--- src/rtl/pipe_hazard_fwd_unit.sv ---
// Pipeline control registers (ID/EX, EX/MEM, MEM/WB) with RAW/load-use stall, ID-stage bypass
// and, when PIPE_FWD_EN is defined, EX-stage forwarding; otherwise interlock-only.
module pipe_hazard_fwd_unit #(
    parameter int DATA_W      = 32,
    parameter int RADDR_W     = 5,
    parameter int NUM_SRC     = 2,
    parameter int STALL_CNT_W = 16
) (
    input  logic                       clk,
    input  logic                       reset_n,
    input  logic                       waitrequest,
    input  logic                       id_valid,
    input  logic [NUM_SRC*RADDR_W-1:0] id_src_addr,
    input  logic [NUM_SRC-1:0]         id_src_used,
    input  logic [NUM_SRC*DATA_W-1:0]  id_src_data,
    input  logic [RADDR_W-1:0]         id_dest,
    input  logic                       id_wen,
    input  logic                       id_is_load,
    input  logic                       id_flush,
    input  logic [DATA_W-1:0]          mem_result,
    input  logic [DATA_W-1:0]          wb_result,
    output logic                       stall,
    output logic                       ex_valid,
    output logic [RADDR_W-1:0]         ex_dest,
    output logic [NUM_SRC*DATA_W-1:0]  ex_src_data,
    output logic [NUM_SRC*2-1:0]       fwd_sel,
    output logic                       mem_valid,
    output logic [RADDR_W-1:0]         mem_dest,
    output logic                       mem_wen,
    output logic                       wb_valid,
    output logic [RADDR_W-1:0]         wb_dest,
    output logic                       wb_wen,
    output logic [STALL_CNT_W-1:0]     stall_count
);

    logic                       adv;
    logic                       capture;
    logic [NUM_SRC-1:0]         id_haz;
    logic [NUM_SRC*DATA_W-1:0]  ex_data_d, ex_data_q;
    logic [NUM_SRC*RADDR_W-1:0] ex_src_addr_q;
    logic [NUM_SRC-1:0]         ex_src_used_q;
    logic                       ex_valid_q, ex_wen_q, ex_is_load_q;
    logic [RADDR_W-1:0]         ex_dest_q;
    logic                       mem_valid_q, mem_wen_q, mem_is_load_q;
    logic [RADDR_W-1:0]         mem_dest_q;
    logic                       wb_valid_q, wb_wen_q;
    logic [RADDR_W-1:0]         wb_dest_q;
    logic [STALL_CNT_W-1:0]     stall_cnt_d, stall_cnt_q;

    assign adv = !waitrequest;

    genvar gi;
    generate
        for (gi = 0; gi < NUM_SRC; gi++) begin : g_src
            logic [RADDR_W-1:0] id_a;
            logic               ex_hit, wb_hit;
            assign id_a   = id_src_addr[gi*RADDR_W +: RADDR_W];
            assign ex_hit = ex_valid_q & ex_wen_q & (ex_dest_q != '0) & (ex_dest_q == id_a);
            assign wb_hit = wb_valid_q & wb_wen_q & (wb_dest_q != '0) & (wb_dest_q == id_a);
            // Register file writes and reads in the same cycle: take the write-back value.
            assign ex_data_d[gi*DATA_W +: DATA_W] = wb_hit ? wb_result
                                                           : id_src_data[gi*DATA_W +: DATA_W];
`ifdef PIPE_FWD_EN
            logic [RADDR_W-1:0] ex_a;
            logic               fwd_mem, fwd_wb;
            assign id_haz[gi] = id_src_used[gi] & ex_hit & ex_is_load_q;
            assign ex_a    = ex_src_addr_q[gi*RADDR_W +: RADDR_W];
            // Load data is not available in MEM; the load-use stall keeps this path unused.
            assign fwd_mem = ex_src_used_q[gi] & mem_valid_q & mem_wen_q & !mem_is_load_q
                           & (mem_dest_q != '0) & (mem_dest_q == ex_a);
            assign fwd_wb  = ex_src_used_q[gi] & wb_valid_q & wb_wen_q
                           & (wb_dest_q != '0) & (wb_dest_q == ex_a);
            assign fwd_sel[gi*2 +: 2] = fwd_mem ? 2'b10 : (fwd_wb ? 2'b01 : 2'b00);
            assign ex_src_data[gi*DATA_W +: DATA_W] =
                fwd_mem ? mem_result : (fwd_wb ? wb_result : ex_data_q[gi*DATA_W +: DATA_W]);
`else
            logic mem_hit;
            assign mem_hit = mem_valid_q & mem_wen_q & (mem_dest_q != '0) & (mem_dest_q == id_a);
            assign id_haz[gi] = id_src_used[gi] & (ex_hit | mem_hit);
            assign fwd_sel[gi*2 +: 2] = 2'b00;
            assign ex_src_data[gi*DATA_W +: DATA_W] = ex_data_q[gi*DATA_W +: DATA_W];
`endif
        end
    endgenerate

`ifndef PIPE_FWD_EN
    logic unused_fwd_state;
    assign unused_fwd_state = ^{mem_is_load_q, ex_src_addr_q, ex_src_used_q, mem_result};
`endif

    // Flush wins over a hazard: a killed instruction never stalls.
    assign stall   = id_valid & !id_flush & (|id_haz);
    assign capture = id_valid & !id_flush & !stall;

    always_comb begin
        stall_cnt_d = stall_cnt_q;
        if (stall && (stall_cnt_q != '1))
            stall_cnt_d = stall_cnt_q + STALL_CNT_W'(1);
    end

    always_ff @(posedge clk or negedge reset_n) begin
        if (!reset_n) begin
            ex_valid_q    <= 1'b0;
            ex_wen_q      <= 1'b0;
            ex_is_load_q  <= 1'b0;
            ex_dest_q     <= '0;
            ex_src_addr_q <= '0;
            ex_src_used_q <= '0;
            ex_data_q     <= '0;
            mem_valid_q   <= 1'b0;
            mem_wen_q     <= 1'b0;
            mem_is_load_q <= 1'b0;
            mem_dest_q    <= '0;
            wb_valid_q    <= 1'b0;
            wb_wen_q      <= 1'b0;
            wb_dest_q     <= '0;
            stall_cnt_q   <= '0;
        end else if (adv) begin
            ex_valid_q    <= capture;
            ex_wen_q      <= id_wen & capture;
            ex_is_load_q  <= id_is_load & capture;
            ex_dest_q     <= id_dest;
            ex_src_addr_q <= id_src_addr;
            ex_src_used_q <= id_src_used & {NUM_SRC{capture}};
            ex_data_q     <= ex_data_d;
            mem_valid_q   <= ex_valid_q;
            mem_wen_q     <= ex_wen_q;
            mem_is_load_q <= ex_is_load_q;
            mem_dest_q    <= ex_dest_q;
            wb_valid_q    <= mem_valid_q;
            wb_wen_q      <= mem_wen_q;
            wb_dest_q     <= mem_dest_q;
            stall_cnt_q   <= stall_cnt_d;
        end
    end

    assign ex_valid    = ex_valid_q;
    assign ex_dest     = ex_dest_q;
    assign mem_valid   = mem_valid_q;
    assign mem_dest    = mem_dest_q;
    assign mem_wen     = mem_wen_q;
    assign wb_valid    = wb_valid_q;
    assign wb_dest     = wb_dest_q;
    assign wb_wen      = wb_wen_q;
    assign stall_count = stall_cnt_q;

endmodule

--- config.mk ---
export PLATFORM = sky130hd
export DESIGN_NAME = pipe_hazard_fwd_unit
export DESIGN_NICKNAME = d
export VERILOG_FILES = /design/src/rtl/pipe_hazard_fwd_unit.sv
export SDC_FILE = /design/constraint.sdc
export NUM_CORES = 1
export LEC_CHECK = 0
export BUFFER_PORTS_ARGS = -buffer_cell sky130_fd_sc_hd__buf_2
export CAP_MARGIN = 20
export CELL_PAD_IN_SITES_DETAIL_PLACEMENT = 1
export CELL_PAD_IN_SITES_GLOBAL_PLACEMENT = 1
export CORE_MARGIN = 2
export CORE_UTILIZATION = 33
export CTS_CLUSTER_SIZE = 12
export DETAILED_ROUTE_END_ITERATION = 8
export PLACE_DENSITY = 0.89
export SYNTH_ARGS = -nofsm -noshare
export SYNTH_HDL_FRONTEND = slang
export SYNTH_SLANG_ARGS = --single-unit
--- constraint.sdc ---
create_clock -name clk -period 2.6 [get_ports clk]
set_input_delay 0.52 -clock clk [delete_from_list [all_inputs] [get_ports clk]]
set_output_delay 0.52 -clock clk [all_outputs]
set_load 0.05 [all_outputs]
==> results.py, run 1 <==
metrics = {
    "status": {
        "outcome": "finished with violations",
        "violations": "setup timing",
    },
    "placed_design": {
        "gp_congestion": 0.815,
        "numPortBuffers": 219,
        "dp_hpwl_mm": 10.7,
        "dp_worst_setup_slack_ns": 0.136,
        "postPlaceCellArea_mm2": 0.00624,
    },
    "drt": {
        "wl_mm": 14.4,
        "postRouteAntennaNets": 0,
        "route.detailed.drc": 0,
        "vias": 4153,
        "drtIter0Drc": 106,
        "vias_per_cell": 4.83,
        "wl_per_cell_um": 16.7,
        "dr.pass1.iters": 4,
    },
    "pwr": {
        "p_sw_share_pct": 35.6,
        "pwr-share-seq_pct": 43.1,
        "ir_drop_v": 0.000294,
        "power.share.clock_pct": 30.3,
        "combPwrFrac_pct": 26.6,
        "p_int_mw": 2.71,
        "power_switching_mw": 1.50,
        "p_leak_nw": 3.67,
        "p_total_mw": 4.21,
        "powerDensity_mw_per_mm2": 641,
    },
    "setup_path": {
        "timing.rr.start": "ex_dest[1]",
        "r2r_end": "stall_count[15]",
        "cp.required_ns": 2.08,
        "critPathArrivalTime_ns": 2.18,
        "critPathLaunchType": "flip-flop",
        "endpoint_kind": "output pin",
        "worst-r2r-setup-slack_ns": 0.26,
        "cp_max_fo": 3,
        "r2r_cells": 9,
        "worstSetupPathType": "flip-flop to output pin",
    },
    "global_route": {
        "grt_first_pass_wirelength_mm": 23.5,
        "grt_usage_pct": 18.5,
        "antenna_found_initial": 0,
        "grt_overflow": 0,
        "grt_pass1_vias": 4588,
        "grt_max_degree": 50,
    },
    "floorplanning": {
        "coreArea_mm2": 0.0145,
        "start_util_pct": 33.7,
        "ios": 257,
        "die_area_mm2": 0.0158,
        "placementRows": 44,
        "die_x_um": 126,
        "die_y_um": 126,
    },
    "sta": {
        "hold_viol_final": 0,
        "max_freq_ghz": 0.370,
        "min_period_ns": 2.70,
        "worst_slack_ns": -0.0998,
        "skew_ns": 0.00820,
        "relSlewSlack_pct": 64.8,
        "setup_viol": 1,
        "worst_pin_slew_ns": 0.529,
        "period_share_pct": 104,
        "rsz0062_at_grt": "true",
        "final_max_slew_viol_count": 0,
    },
    "clocking": {
        "clock-sinks": 101,
        "cts_root_buf": "clkbuf_16",
        "clk_latency_ns": 0.35,
        "htreeDepth": 3,
        "path_clk_slew_ns": 0.07,
        "clockBufferDepth": 2,
        "cts_tree": "yes",
        "cts_buffers": 9,
    },
    "layout": {
        "finish.instance_area_mm2": 0.00658,
        "diodes": 0,
        "drive_above_1_share_pct": 41.9,
        "syn2layout_area_growth_pct": 34.4,
        "fin_nets": 823,
    },
    "job": {
        "drv_cap": 0,
    },
    "worst_hold_path": {
        "hold_class": "input port to async pin",
    },
    "synthesis": {
        "synth_cell_types": 34,
        "synth_area_leader_cell": "dfrtp_1",
        "netlist.area_leader.share_pct": 51.6,
        "ys_seq_elements": 101,
        "synthTopCellsByArea": "dfrtp_1 (52%), mux2i_1 (13%), o21ai_0 (5.3%), nand2_1 (5.3%), mux2_2 (4.6%)",
        "syn_area_mm2": 0.00489,
        "yosys_warnings": 0,
        "synth.avg_cell_area_um2": 10.9,
        "ys_seq_area_share_pct": 51.6,
        "synth_cells": 447,
    },
}
-- logic make-up after synthesis --
family,share of synthesized area (%)
simple gates,10.9
flops,51.6
mux,17.7
compound gates,8.31
xor+xnor,8.05
buf+inv,3.07
fa+ha+maj,0.256
other cells,0.0766
-- worst max-delay path, cell delays in order, from the launching register on --
cell	delay, ns
dfrtp_1	0.39
or4_4	0.55
o211ai_4	0.22
nor4_2	0.09
o21ai_2	0.21
and2_4	0.19
nor2_2	0.04
buf_6	0.15
-- per-stage QoR --
step | hold WS, ns | std cells | TNS, ns | util, %
finish | 0.144 | 859 | -0.0998 | 45.2
global route | 0.173 | 859 | -0.169 | 45.2
CTS | 0.157 | 858 | -0.117 | 45.2
detailed placement | 0.472 | 840 | 0 | 42.9
global placement | 0.460 | 840 | 0 | 42.9
floorplan | 0.224 | 450 | 0 | -
-- area by class of cell --
| type | count | area [um^2] |
|---|---|---|
| sequential | 101 | 2530 |
| multi-input combinational | 321 | 2260 |
| clock buffer | 11 | 243 |
| fill | 1716 | 7960 |
| tap | 184 | 230 |
| clock inverter | 5 | 35.0 |
| timing repair buffer | 237 | 1280 |
-- synthesized netlist by cell type --
cell / count
dfrtp_1: 101
ha_1: 1
nor3b_1: 3
mux2_2: 20
conb_1: 1
a22o_1: 2
or4_1: 2
nor3_1: 4
a21o_1: 1
nor4b_1: 1
nand3_1: 7
and3_1: 3
buf_4: 10
o311a_1: 1
a211o_1: 1
buf_6: 1
and2_1: 1
nand2_1: 69
nand2b_1: 4
nor4_1: 5
nor4_2: 1
o211ai_2: 2
and4b_1: 1
nand4_1: 3
xnor2_1: 20
o21bai_1: 1
nor4b_2: 1
or3_1: 2
o21ai_0: 52
clkbuf_1: 17
xor2_1: 25
mux2i_1: 64
nor2_1: 6
o21ai_1: 14
-- worst max path at each step --
stage                   startpoint     to  depth (start not counted)
floorplan              mem_dest[1]  stall                          6
CTS                    mem_dest[1]  stall                          7
global placement    id_src_addr[9]  stall                          8
finish                 mem_dest[1]  stall                          7
global route           mem_dest[1]  stall                          7
detailed placement  id_src_addr[9]  stall                          8
-- cells in the final DEF, fill, tap and decap left out, types with 2 or more instances in the layout --
master       n
o21ai_2      2
nand2_1     69
buf_2      216
nand2b_1     4
nor4_2       2
clkinv_2     2
nand4_1      3
nand3_1      7
dfrtp_1    100
clkbuf_16    9
xor2_1      25
and3_1       3
a22o_1       2
o21ai_0     52
nor4_1       4
xnor2_1     20
nor3_1       4
mux2_2      20
or3_1        2
nor3b_1      3
mux2i_1     64
conb_1       4
buf_12       3
buf_4       17
nor2_1       5
o21ai_1     12
-- metal layers --
metal  routed length [um]  up-vias  global-route usage [%]
met5                    0        -                       0
met4                  333        0                    7.24
met3                  836       23                    3.57
met2                 6880      153                    31.0
met1                 6310     1989                    23.8
li1                     -     1988                       -
-- registers in the layout (all words and copies together) (netlist names) --
register     flops
wb_wen           1
mem_valid        1
wb_dest          5
ex_src_data     64
ex_dest          5
mem_dest         5
ex_valid         1
ex_wen_q         1
mem_wen          1
stall_count     16
wb_valid         1
-- power by group through the flow --
stage | Clock, mW | Sequential [mW] | Combinational (mW)
2_1_floorplan | 0 | 2.30 | 0.259
3_3_place_gp | 0 | 1.83 | 1.09
3_5_place_dp | 0 | 1.84 | 1.12
4_1_cts | 1.32 | 1.81 | 1.13
5_1_grt | 1.38 | 1.84 | 1.19
6_report | 1.27 | 1.81 | 1.12
-- timing repair --
action / 4_1_cts / 5_1_grt
pin swaps: 4 / 3
gates resized for setup: 7 / 2
setup endpoints to repair: 1 / 1
hold buffers: 0 / 0
buffers inserted: 2 / 1
Note: power is estimated with default switching activity, not from simulation.
==> inputs of run 2 (changes only) <==
==> constraint.sdc (replaced) <==
create_clock -name clk -period 2.6 [get_ports clk]
set_input_delay 0.52 -clock clk [delete_from_list [all_inputs] [get_ports clk]]
set_output_delay 0.52 -clock clk [all_outputs]
set_load 0.01 [all_outputs]
==> run 2 against run 1 <==
  * The flow still finishes with violations (setup timing)
  * Sequential share of layout area shrank 0.17 points
  * Maximum frequency up 0.70%
  * Clock skew shrank 0.0011 ns
  * Flip-flop and latch count did not move
  * Final area increased by 0.40%
  * Worst hold slack worse by 0.061 ns
  * Final cell count decreased by 0.12%
  * Non-clock buffer count unchanged
  * Via count increased by 0.82%
  * Count of clock-buffer cells in the layout increased by 1
  * Sequential power about the same
  * Highest routed layer unchanged
==> results.py, run 2 (same netlist as run 1, synthesis figures left out) <==
metrics = {
    "sta": {
        "skew_ns": 0.00714,
        "period_share_pct": 103,
        "min_period_ns": 2.68,
        "final_max_slew_viol_count": 0,
        "worst_slack_ns": -0.0811,
        "max_freq_ghz": 0.373,
        "setup_viol": 1,
        "worst_pin_slew_ns": 0.741,
        "rsz0062_at_grt": "true",
        "relSlewSlack_pct": 50.6,
        "hold_viol_final": 0,
    },
    "pwr": {
        "p_int_mw": 2.82,
        "ir_drop_v": 0.000383,
        "pwr-share-seq_pct": 46.7,
        "p_total_mw": 3.87,
        "powerDensity_mw_per_mm2": 587,
        "power.share.clock_pct": 35.2,
        "p_leak_nw": 3.67,
        "p_sw_share_pct": 27.1,
        "power_switching_mw": 1.05,
        "combPwrFrac_pct": 18.1,
    },
    "placed_design": {
        "dp_hpwl_mm": 10.6,
        "gp_congestion": 0.810,
        "postPlaceCellArea_mm2": 0.00623,
        "dp_cells": 839,
        "numPortBuffers": 219,
    },
    "setup_path": {
        "r2r_cells": 10,
        "worst-r2r-setup-slack_ns": 0.16,
        "timing.rr.start": "ex_dest[1]",
        "worstSetupPathType": "flip-flop to output pin",
        "cp.required_ns": 2.08,
        "path_cells": "or4_4, o211ai_4, nor4_2, o21ai_2, and2_4, nor2_2, buf_2",
        "worstSetupStartpoint": "mem_dest[1]",
        "slowest_stage": "or4_4",
        "critPathLaunchType": "flip-flop",
        "endpoint_kind": "output pin",
        "r2r_end": "stall_count[12]",
        "cp_max_fo": 2,
        "critPathMaxStageDelay_ns": 0.56,
        "critPathArrivalTime_ns": 2.16,
    },
    "layout": {
        "largest_register_ffs": 64,
        "final_util_pct": 45.4,
        "finish.instance_area_mm2": 0.00660,
        "fin_cells": 858,
        "final_cell_mix": "buf_2 (217), dfrtp_1 (101), nand2_1 (69), mux2i_1 (64), o21ai_0 (52)",
        "syn2layout_area_growth_pct": 34.9,
        "fin_nets": 823,
        "diodes": 0,
        "final_common_cell": "buf_2",
        "drive_above_1_share_pct": 42.0,
    },
    "clocking": {
        "cts_root_buf": "clkbuf_16",
        "cts_tree": "yes",
        "clk_latency_ns": 0.35,
        "clockBufferDepth": 2,
        "cts_buffers": 9,
        "path_clk_slew_ns": 0.07,
        "holdBufCountCts": 0,
        "clock-sinks": 101,
        "htreeDepth": 3,
    },
    "worst_hold_path": {
        "hold_class": "input port to async pin",
    },
    "drt": {
        "top_layer": "met4",
        "dr_wl_met2_mm": 7.24,
        "vias_per_cell": 4.88,
        "met1_length_mm": 5.92,
        "drtIter0Drc": 133,
        "vias": 4187,
        "route.detailed.drc": 0,
        "wl_mm": 14.3,
        "postRouteAntennaNets": 0,
        "dr.pass1.iters": 4,
        "wl_met3_um": 931,
        "wl_per_cell_um": 16.7,
    },
    "floorplanning": {
        "coreArea_mm2": 0.0145,
        "placementRows": 44,
        "start_util_pct": 33.7,
        "die_x_um": 126,
        "die_area_mm2": 0.0158,
        "ios": 257,
        "die_y_um": 126,
    },
    "global_route": {
        "grt_first_pass_wirelength_mm": 22.9,
        "antenna_found_initial": 0,
        "grt_usage_pct": 18.1,
        "grt_pass1_vias": 4440,
        "grt_overflow": 0,
        "grt_max_degree": 86,
    },
    "job": {
        "drv_cap": 0,
    },
    "status": {
        "outcome": "finished with violations",
        "violations": "setup timing",
    },
}
[run 2: worst max-delay path by stage]
| stage | endpoint | slack, ns | cells after the start |
|---|---|---|---|
| global placement | stall | 0.28 | 7 |
| CTS | stall | -0.09 | 7 |
| global route | stall | -0.19 | 9 |
| detailed placement | stall | 0.21 | 8 |
| floorplan | stall | 0.42 | 6 |
| finish | stall | -0.08 | 7 |
[run 2: timing repair]
action	CTS	global route
resized for setup	2	7
hold endpoints to repair	0	0
buffers inserted	3	1
pin swaps	7	5
endpoints found under the setup margin	1	1
[run 2: power by group through the flow]
stage | clock, mW | combinational (mW) | sequential, mW
final | 1.37 | 0.701 | 1.81
after global routing | 1.47 | 0.771 | 1.83
after CTS | 1.41 | 0.705 | 1.81
after detailed placement | 0 | 0.702 | 1.83
after global placement | 0 | 0.676 | 1.83
after floorplan | 0 | 0.249 | 1.90
[run 2: area by class of cell]
cell class                      instances  area [um^2]
Fill cell                            1736         7930
Sequential cell                       101         2530
Multi-Input combinational cell        321         2270
Timing Repair Buffer                  237         1270
Clock buffer                           12          256
Tap cell                              184          230
Clock inverter                          3         45.0
[run 2: layer usage]
metal | track usage (%) | vias to the layer above
met4 | 5.24 | 0
met5 | 0 | -
li1 | - | 1986
met1 | 21.8 | 2045
met2 | 31.0 | 136
met3 | 5.99 | 20
[run 2: per-stage QoR]
step | setup WS [ns] | TNS (ns) | hold slack, ns
detailed placement | 0.209 | 0 | 0.461
global placement | 0.279 | 0 | 0.456
global route | -0.191 | -0.333 | 0.0832
floorplan | 0.424 | 0 | 0.224
CTS | -0.0926 | -0.0926 | 0.0810
finish | -0.0811 | -0.0811 | 0.0826
[run 2: worst max-delay path: cells and delay by family (launching register included)]
kind	cells	cell delay, ns
AOI/OAI and AO/OA	2	0.46
buffers and inverters	1	0.13
DFF	1	0.38
and+or+nand+nor	4	0.86
==> inputs of run 3 (changes only) <==
--- a/config.mk
+++ b/config.mk
@@ -10,10 +10,11 @@
 export CELL_PAD_IN_SITES_DETAIL_PLACEMENT = 1
 export CELL_PAD_IN_SITES_GLOBAL_PLACEMENT = 1
 export CORE_MARGIN = 2
-export CORE_UTILIZATION = 33
+export CORE_UTILIZATION = 34
+export CTS_BUF_LIST = sky130_fd_sc_hd__clkbuf_4 sky130_fd_sc_hd__clkbuf_8
 export CTS_CLUSTER_SIZE = 12
 export DETAILED_ROUTE_END_ITERATION = 8
-export PLACE_DENSITY = 0.89
+export PLACE_DENSITY_LB_ADDON = 0.1
 export SYNTH_ARGS = -nofsm -noshare
 export SYNTH_HDL_FRONTEND = slang
 export SYNTH_SLANG_ARGS = --single-unit
==> run 3 against run 2 <==
  * The run still ends with setup timing left
  * Non-clock buffer count is 2 higher
  * Final cell count decreased by 0.23%
  * Die area down 2.8%
  * Largest cell class unchanged
  * Count of clock-buffer cells in the layout did not move
  * Wire length up 2.3%
  * Combinational power shrank 1%
  * Critical path depth unchanged
  * Sequential share of layout area increased by 0.31 points
  * Sequential power about the same
  * Global-route usage rose by 0.97 points
  * Register-to-register slack got worse by 0.12 ns
==> results.py, run 3 (same netlist as run 1, synthesis figures left out) <==
metrics = {
    "pwr": {
        "p_leak_nw": 3.65,
        "ir_drop_v": 0.000230,
        "powerDensity_mw_per_mm2": 531,
    },
    "layout": {
        "drive_above_1_share_pct": 43.2,
        "syn2layout_area_growth_pct": 33.9,
        "nFillCells": 1637,
        "final_common_cell": "buf_2",
        "fin_nets": 825,
        "diodes": 0,
        "largest_register_ffs": 64,
        "final_util_pct": 46.8,
        "fin_cells": 856,
        "seq_area_mm2": 0.00253,
        "final_cell_mix": "buf_2 (217), dfrtp_1 (100), nand2_1 (69), mux2i_1 (64), o21ai_0 (52)",
        "finish.instance_area_mm2": 0.00655,
        "multi_input_area_mm2": 0.00232,
    },
    "drt": {
        "dr.pass1.iters": 4,
        "wl_mm": 14.7,
        "route.detailed.drc": 0,
        "vias": 4184,
        "vias_per_cell": 4.89,
        "postRouteAntennaNets": 0,
        "wl_per_cell_um": 17.1,
        "drtIter0Drc": 141,
    },
    "sta": {
        "final_max_slew_viol_count": 0,
        "max_freq_ghz": 0.375,
        "setup_viol": 1,
        "hold_viol_final": 0,
        "rsz0062_at_grt": "true",
        "period_share_pct": 103,
        "worst_slack_ns": -0.0698,
        "worst_pin_slew_ns": 0.704,
        "skew_ns": 0.0134,
        "relSlewSlack_pct": 53.1,
        "setup_tns_ns": -0.0698,
        "min_period_ns": 2.67,
    },
    "clocking": {
        "clockBufferDepth": 2,
        "holdBufCountCts": 0,
        "path_clk_slew_ns": 0.10,
        "cts_buffers": 9,
        "clk_latency_ns": 0.36,
        "clock-sinks": 101,
        "htreeDepth": 3,
        "cts_tree": "yes",
        "cts_root_buf": "clkbuf_8",
    },
    "global_route": {
        "grt_usage_pct": 19.1,
        "grt_max_degree": 80,
        "grt_first_pass_wirelength_mm": 22.8,
        "antenna_found_initial": 0,
        "grt_overflow": 0,
        "grt_pass1_vias": 4411,
    },
    "floorplanning": {
        "die_y_um": 124,
        "ios": 257,
        "start_util_pct": 35.0,
        "die_area_mm2": 0.0154,
        "placementRows": 43,
        "coreArea_mm2": 0.0140,
        "die_x_um": 124,
    },
    "placed_design": {
        "numPortBuffers": 219,
        "dp_cells": 834,
        "postPlaceCellArea_mm2": 0.00622,
        "dp_hpwl_mm": 10.8,
        "gp_congestion": 0.838,
    },
    "setup_path": {
        "worstSetupPathType": "flip-flop to output pin",
        "endpoint_kind": "output pin",
        "cp_max_fo": 2,
        "cp.required_ns": 2.08,
        "critPathArrivalTime_ns": 2.15,
        "critPathLaunchType": "flip-flop",
    },
    "job": {
        "drv_cap": 0,
    },
    "status": {
        "outcome": "finished with violations",
        "violations": "setup timing",
    },
    "worst_hold_path": {
        "hold_class": "input port to async pin",
    },
}
==> run 3: final cells by class <==
class | count | share of cell area (%)
clock buffers | 12 | 2.52
well taps | 180 | 3.44
multi-input cells | 321 | 35.5
flip-flops and latches | 101 | 38.6
clock inverters | 3 | 0.306
repair buffers | 239 | 19.7
==> run 3: stage by stage <==
stage	setup WS [ns]	power [mW]	hold WS, ns
after floorplan	0.424	2.15	0.224
after global placement	0.260	2.51	0.461
after detailed placement	0.159	2.54	0.468
after CTS	-0.0920	3.53	0.218
after global routing	-0.166	3.68	0.233
final	-0.0698	3.48	0.195
==> run 3: timing repair <==
action	in CTS	in global routing
pin swaps	8	6
endpoints found under the setup margin	1	13
buffers inserted	5	2
resized for setup	6	12
==> run 3: critical path: stages (launching register included) <==
cell and delay (ns):
dfrtp_1 0.39, or4_4 0.55, o211ai_4 0.23, nor4_2 0.07, o21ai_2 0.21, and2_4 0.18, nor2_2 0.03, buf_2 0.14
==> run 3: where the power goes <==
part,switching (mW),total (mW),internal [mW]
Combinational,0.368,0.693,0.326
Clock,0.549,0.970,0.421
Sequential,0.114,1.82,1.70
==> run 3: worst paths after layout <==
check,from,slack [ns],endpoint,cells past startpoint
max,mem_dest[3],-0.07,stall,7
min,reset_n,0.20,ex_src_data[10],1
max reg2reg,mem_dest[4],0.04,stall_count[14],11
min reg2reg,ex_src_data[1],0.49,ex_src_data[1],2
max in group asynchronous,reset_n,1.74,mem_dest[3],2
min in group clk,id_dest[0],0.39,ex_dest[0],2
==> run 3: per-layer routing <==
metal  part of all wire, %  GRT usage (%)  vias to the layer above
met5                     0              0                        -
met4                   1.5           6.39                        0
met3                   7.4           5.22                       17
met2                    49           32.1                      139
met1                    42           23.7                     2042
li1                      -              -                     1986
